[src/rtl/ad_data_fifo_sync.sv]
// ---------------------------------------------------------------------------
// ad_data_fifo_sync
//
// Single-clock data buffer between the AD sample packer and the HSST framer.
// It absorbs framer back-pressure and reports a combined occupancy count,
// registered almost-full/almost-empty flags and sticky overflow/underflow
// error flags with a software clear.
//
// Build option:
//   AD_DATA_FIFO_SYNC_FWFT_EN  defined   -> first-word-fall-through read mode:
//                                           rd_data shows the head word
//                                           whenever rd_empty=0; rd_en pops it.
//                              undefined -> standard mode: rd_data updates one
//                                           cycle after an accepted read.
//
// Ports:
//   clk           single clock, rising edge
//   rst           synchronous, active-high reset
//   wr_data/wr_en write word and write request
//   wr_full       level == 2**DEPTH_WIDTH
//   almost_full   level >= ALMOST_FULL_NUM
//   rd_en         read request (pop)
//   rd_data       read word
//   rd_empty      no readable word
//   almost_empty  level <= ALMOST_EMPTY_NUM
//   water_level   words held, 0..2**DEPTH_WIDTH
//   err_clr       clears the sticky error flags
//   overflow      sticky: a write was rejected
//   underflow     sticky: a read was rejected
//
// Handshake: wr_en/rd_en are single-cycle requests, not held handshakes.
// A write is accepted when the buffer is not full, or when a read is
// accepted in the same cycle; a read is accepted when rd_empty is low.
// A rejected request is dropped (no state change) and sets its error flag.
// ---------------------------------------------------------------------------
module ad_data_fifo_sync #(
    parameter int DATA_WIDTH       = 8,
    parameter int DEPTH_WIDTH      = 8,
    parameter int ALMOST_FULL_NUM  = 252,
    parameter int ALMOST_EMPTY_NUM = 4
) (
    input  logic                   clk,
    input  logic                   rst,
    input  logic [DATA_WIDTH-1:0]  wr_data,
    input  logic                   wr_en,
    output logic                   wr_full,
    output logic                   almost_full,
    input  logic                   rd_en,
    output logic [DATA_WIDTH-1:0]  rd_data,
    output logic                   rd_empty,
    output logic                   almost_empty,
    output logic [DEPTH_WIDTH:0]   water_level,
    input  logic                   err_clr,
    output logic                   overflow,
    output logic                   underflow
);

    localparam int                 CAP_INT   = 1 << DEPTH_WIDTH;
    localparam logic [DEPTH_WIDTH:0] CAPACITY = (DEPTH_WIDTH+1)'(CAP_INT);
    localparam logic [DEPTH_WIDTH:0] AF_LEVEL = (DEPTH_WIDTH+1)'(ALMOST_FULL_NUM);
    localparam logic [DEPTH_WIDTH:0] AE_LEVEL = (DEPTH_WIDTH+1)'(ALMOST_EMPTY_NUM);

    logic [DATA_WIDTH-1:0]  mem [0:CAP_INT-1];
    logic [DEPTH_WIDTH-1:0] wr_ptr;
    logic [DEPTH_WIDTH-1:0] rd_ptr;
    logic                   wr_acc;
    logic                   rd_acc;
    logic [DEPTH_WIDTH:0]   level_next;

    // rd_empty is the single readable-word indication in both modes, so it
    // qualifies the pop. A pop in the same cycle frees the slot a write
    // needs, which is what lets a full buffer stream at one word per cycle.
    assign rd_acc     = rd_en && !rd_empty;
    assign wr_acc     = wr_en && (!wr_full || rd_acc);
    assign level_next = water_level + (DEPTH_WIDTH+1)'(wr_acc)
                                    - (DEPTH_WIDTH+1)'(rd_acc);

    // Occupancy, level flags, write pointer and sticky errors.
    always_ff @(posedge clk) begin
        if (rst) begin
            wr_ptr       <= '0;
            water_level  <= '0;
            wr_full      <= 1'b0;
            almost_full  <= 1'b0;
            almost_empty <= 1'b1;
            overflow     <= 1'b0;
            underflow    <= 1'b0;
        end else begin
            if (wr_acc) begin
                wr_ptr <= wr_ptr + DEPTH_WIDTH'(1);
            end
            water_level  <= level_next;
            wr_full      <= (level_next == CAPACITY);
            almost_full  <= (level_next >= AF_LEVEL);
            almost_empty <= (level_next <= AE_LEVEL);
            // A set event wins over a clear in the same cycle.
            if (wr_en && !wr_acc) begin
                overflow <= 1'b1;
            end else if (err_clr) begin
                overflow <= 1'b0;
            end
            if (rd_en && !rd_acc) begin
                underflow <= 1'b1;
            end else if (err_clr) begin
                underflow <= 1'b0;
            end
        end
    end

    // Storage carries no reset; zeroing the pointers discards the contents.
    always_ff @(posedge clk) begin
        if (wr_acc) begin
            mem[wr_ptr] <= wr_data;
        end
    end

`ifdef AD_DATA_FIFO_SYNC_FWFT_EN
    // rd_data doubles as the prefetch register; rd_empty is its inverted
    // valid bit. ram_cnt counts words still in the RAM (level minus the one
    // held in rd_data). A fetch happens whenever the register is empty or
    // being popped and the RAM has a word; a word written at edge N is
    // therefore fetched at edge N+1 at the earliest.
    logic [DEPTH_WIDTH:0] ram_cnt;
    logic                 ram_rd;

    assign ram_rd = (ram_cnt != '0) && (rd_empty || rd_acc);

    always_ff @(posedge clk) begin
        if (rst) begin
            rd_ptr   <= '0;
            rd_data  <= '0;
            rd_empty <= 1'b1;
            ram_cnt  <= '0;
        end else begin
            if (ram_rd) begin
                rd_ptr  <= rd_ptr + DEPTH_WIDTH'(1);
                rd_data <= mem[rd_ptr];
            end
            rd_empty <= !(ram_rd || (!rd_empty && !rd_acc));
            ram_cnt  <= ram_cnt + (DEPTH_WIDTH+1)'(wr_acc)
                                - (DEPTH_WIDTH+1)'(ram_rd);
        end
    end
`else
    // Standard mode: rd_data is loaded on an accepted read and then holds.
    // At full with a simultaneous write, wr_ptr == rd_ptr; the read samples
    // the old word because both updates are non-blocking.
    always_ff @(posedge clk) begin
        if (rst) begin
            rd_ptr   <= '0;
            rd_data  <= '0;
            rd_empty <= 1'b1;
        end else begin
            if (rd_acc) begin
                rd_ptr  <= rd_ptr + DEPTH_WIDTH'(1);
                rd_data <= mem[rd_ptr];
            end
            rd_empty <= (level_next == '0);
        end
    end
`endif

endmodule

[config.mk]
export PLATFORM = sky130hd
export DESIGN_NAME = ad_data_fifo_sync
export DESIGN_NICKNAME = d
export VERILOG_FILES = /design/src/rtl/ad_data_fifo_sync.sv
export SDC_FILE = /design/constraint.sdc
export NUM_CORES = 2
export LEC_CHECK = 0
export ABC_CLOCK_PERIOD_IN_PS = 8900
export BUFFER_PORTS_ARGS = -buffer_cell sky130_fd_sc_hd__clkbuf_2
export CORE_ASPECT_RATIO = 1.4
export CORE_UTILIZATION = 43
export CTS_CLUSTER_DIAMETER = 120
export DETAILED_ROUTE_END_ITERATION = 8
export SLEW_MARGIN = 20
export SYNTH_ARGS = -nofsm -noshare
export SYNTH_HDL_FRONTEND = slang
export SYNTH_SLANG_ARGS = --single-unit
[constraint.sdc]
create_clock -name clk -period 8.9 [get_ports clk]
set_clock_uncertainty 0.1 [all_clocks]
set_input_delay 1.335 -clock clk [delete_from_list [all_inputs] [get_ports clk]]
set_output_delay 1.335 -clock clk [all_outputs]
set_load 0.02 [all_outputs]
==> results.toml <==
[outcome]
status = "finished, violations left"
violations = "design-rule violations"

[setup_path]
worstPathRequired_ns = 9.51
path_max_fanout = 37
crit_end = "rd_data[4]$_SDFFE_PP0P_"
endpoint_kind = "flip-flop"
reg2reg_to = "rd_data[4]$_SDFFE_PP0P_"
worstPathArrival_ns = 5.40
r2r_slack_ns = 4.11
startpoint_type = "flip-flop"
reg2reg_depth = 9
critPathLaunch = "rd_ptr[0]$_SDFFE_PP0P_"
crit_type = "reg2reg"
r2r-start = "rd_ptr[0]$_SDFFE_PP0P_"

[cells_and_area]
instances_no_fill = 6615
drive_gt1_share_pct = 21.7
final_cell_mix = "2048 x edfxtp_1, 480 x mux4_2, 314 x nor2_1"
area_growth_pct = 10.9
final_nets = 4020
layout_commonest_cell = "edfxtp_1"

[floorplanning]
row_count = 188
start_util_pct = 43.3
die_area_sq_um = 191000
fp.dieH_microns = 517
core_sq_um = 188000
ioPinCount = 36
die_w_microns = 370

[synth]
synth-edff-count = 2048
syn_area_sq_um = 81400
yosysSeqAreaShare_pct = 76.6
avgSynthCellArea_sq_um = 20.8
ys_seq_elements = 2087
yosysWarnings = 0
syn_inst = 3918
async_reset_ff_share_pct = 0
synth_cell_types = 68
synthFlopType = "edfxtp_1"
syn_nets = 3946

[power_and_ir_drop]
p_clk_share_pct = 37.1
powerDensity_nw_per_um2 = 240
p_leak_nw = 27.1
combPwrFrac_pct = 12.6
switching_share_pct = 23.5
power.internal_mw = 16.6
finalPower_mw = 21.7
irDropWorstVdd_v = 0.000168
pwr-share-seq_pct = 50.3
power.switching_mw = 5.10

[detailed_routing]
routed_via_density = 5.99
wirelength_mm = 214
drc = 15
dr.pass1.iters = 9
vias = 39600
wire_per_inst_microns = 32.4
ant_nets = 0
first_iter_violations = 4423

[global_routing]
grt.total_usage_pct = 22.6
grt_antenna_before_repair = 6
grt_overflow = 0
grt_pass1_wl_mm = 303
grt_pass1_vias = 40000
grt_start_max_net_pins = 128

[sta]
maxSlewHeadroom_pct = 16.6
rsz0062_at_grt = "false"
worstMarginPinSlew_ns = 1.25
setup_viol = 0
finalMaxSlewViolations = 0
min_period_over_period_pct = 53.8
clock.fmax_ghz = 0.209
setup_tns_ns = 0
min_period_ns = 4.79
hold_viol = 0

[min_path]
hold_path.class = "reg2reg"
hold_depth = 2

[cts]
htree_levels = 4
clock_sinks = 2087
path_clk_slew_ns = 0.06
clk_path_buf_depth = 3
numCtsBuffers = 183
cts_resized = 0
root_buffer = "clkbuf_16"
cts_tree = "done"
hold_buffers = 0
insertion_delay_ns = 0.82
cts_setup_buffers = 0

[placement]
hpwl_mm = 130
placed_cells = 6276
place_congestion = 0.853
port-buffer-count = 35

[flow_run]
cap_violations = 0
## layer usage
metal,track usage (%),vias to the layer above,share of wire [%]
met4,8.41,2,3.8
met5,0,-,0.0051
met3,3.90,326,7.2
li1,-,16400,-
met1,28.6,21300,38
met2,38.8,1657,51
## cell usage after synthesis, types with 21 or more instances
cell type / number / area (sq um)
buf_1: 21 / 78.8
mux4_2: 480 / 10800
nand3_1: 38 / 190
buf_2: 55 / 275
clkbuf_1: 97 / 364
a22oi_1: 34 / 255
edfxtp_1: 2048 / 61500
a21oi_1: 88 / 440
mux2i_1: 181 / 1810
o221ai_1: 23 / 201
nand2_1: 92 / 345
a221oi_1: 34 / 298
o21ai_0: 40 / 200
buf_6: 34 / 383
dfxtp_1: 39 / 781
nor2_1: 317 / 1190
o22ai_1: 29 / 181
## worst min path at each step
stage	startpoint	slack (ns)	to
4_1_cts	overflow$_SDFFE_PP0P_	0.39	overflow$_SDFFE_PP0P_
2_1_floorplan	rd_ptr[7]$_SDFFE_PP0P_	0.39	rd_ptr[7]$_SDFFE_PP0P_
3_5_place_dp	overflow$_SDFFE_PP0P_	0.38	overflow$_SDFFE_PP0P_
6_report	overflow$_SDFFE_PP0P_	0.39	overflow$_SDFFE_PP0P_
5_1_grt	underflow$_SDFFE_PP0P_	0.44	underflow$_SDFFE_PP0P_
3_3_place_gp	underflow$_SDFFE_PP0P_	0.38	underflow$_SDFFE_PP0P_
## stage by stage
stage                     utilization [%]  hold WS [ns]  setup WS (ns)  area, sq um
final                                48.1         0.389           4.11        90200
after global routing                 48.1         0.442           3.86        90200
after CTS                            48.0         0.393           4.06        90200
after detailed placement             44.9         0.376           3.35        84200
after global placement               44.8         0.382           3.32        84200
after floorplan                         -         0.394           4.58        81400
## power groups by stage
stage	registers [mW]	clock network, mW	logic, mW
finish	10.9	8.05	2.72
global route	10.9	8.48	2.89
CTS	10.9	8.14	2.77
detailed placement	11.1	0	2.77
global placement	11.1	0	2.77
floorplan	11.1	0	1.98
## cell type report
| cell class | instances | area, sq um |
|---|---|---|
| diodes | 5 | 12.5 |
| clock buffers | 236 | 4980 |
| clock inverters | 97 | 1020 |
| fillers | 15300 | 97500 |
| inverters | 22 | 87.6 |
| multi-input cells | 1577 | 17800 |
| flip-flops and latches | 2087 | 62300 |
| well taps | 2470 | 3090 |
| repair buffers | 121 | 998 |
## critical path, cell delays in order (launching register included)
cell and delay (ns):
dfxtp_4 0.84, buf_4 0.69, buf_4 0.60, mux4_2 0.60
a21oi_1 0.17, nor2_1 0.07, a211oi_1 0.64, a221oi_1 0.20
o311a_1 0.41, a221o_1 0.27
## registers in the layout (all words and copies together) (netlist names)
signal,flops
mem,2048
rd_empty,1
rd_ptr,8
wr_ptr,8
rd_data,8
overflow,1
almost_empty,1
wr_full,1
water_level,9
underflow,1
almost_full,1
## logic make-up after synthesis
| family | count (synthesis) | synth area share (%) |
|---|---|---|
| adders and majority gates | 15 | 0.240 |
| and+or+nand+nor | 531 | 2.75 |
| muxes | 666 | 15.6 |
| DFF | 2087 | 76.6 |
| AOI/OAI and AO/OA | 349 | 2.94 |
| xor gates and xnor gates | 16 | 0.172 |
| buffers and inverters | 254 | 1.77 |
Power figures use the tool's default switching activity.
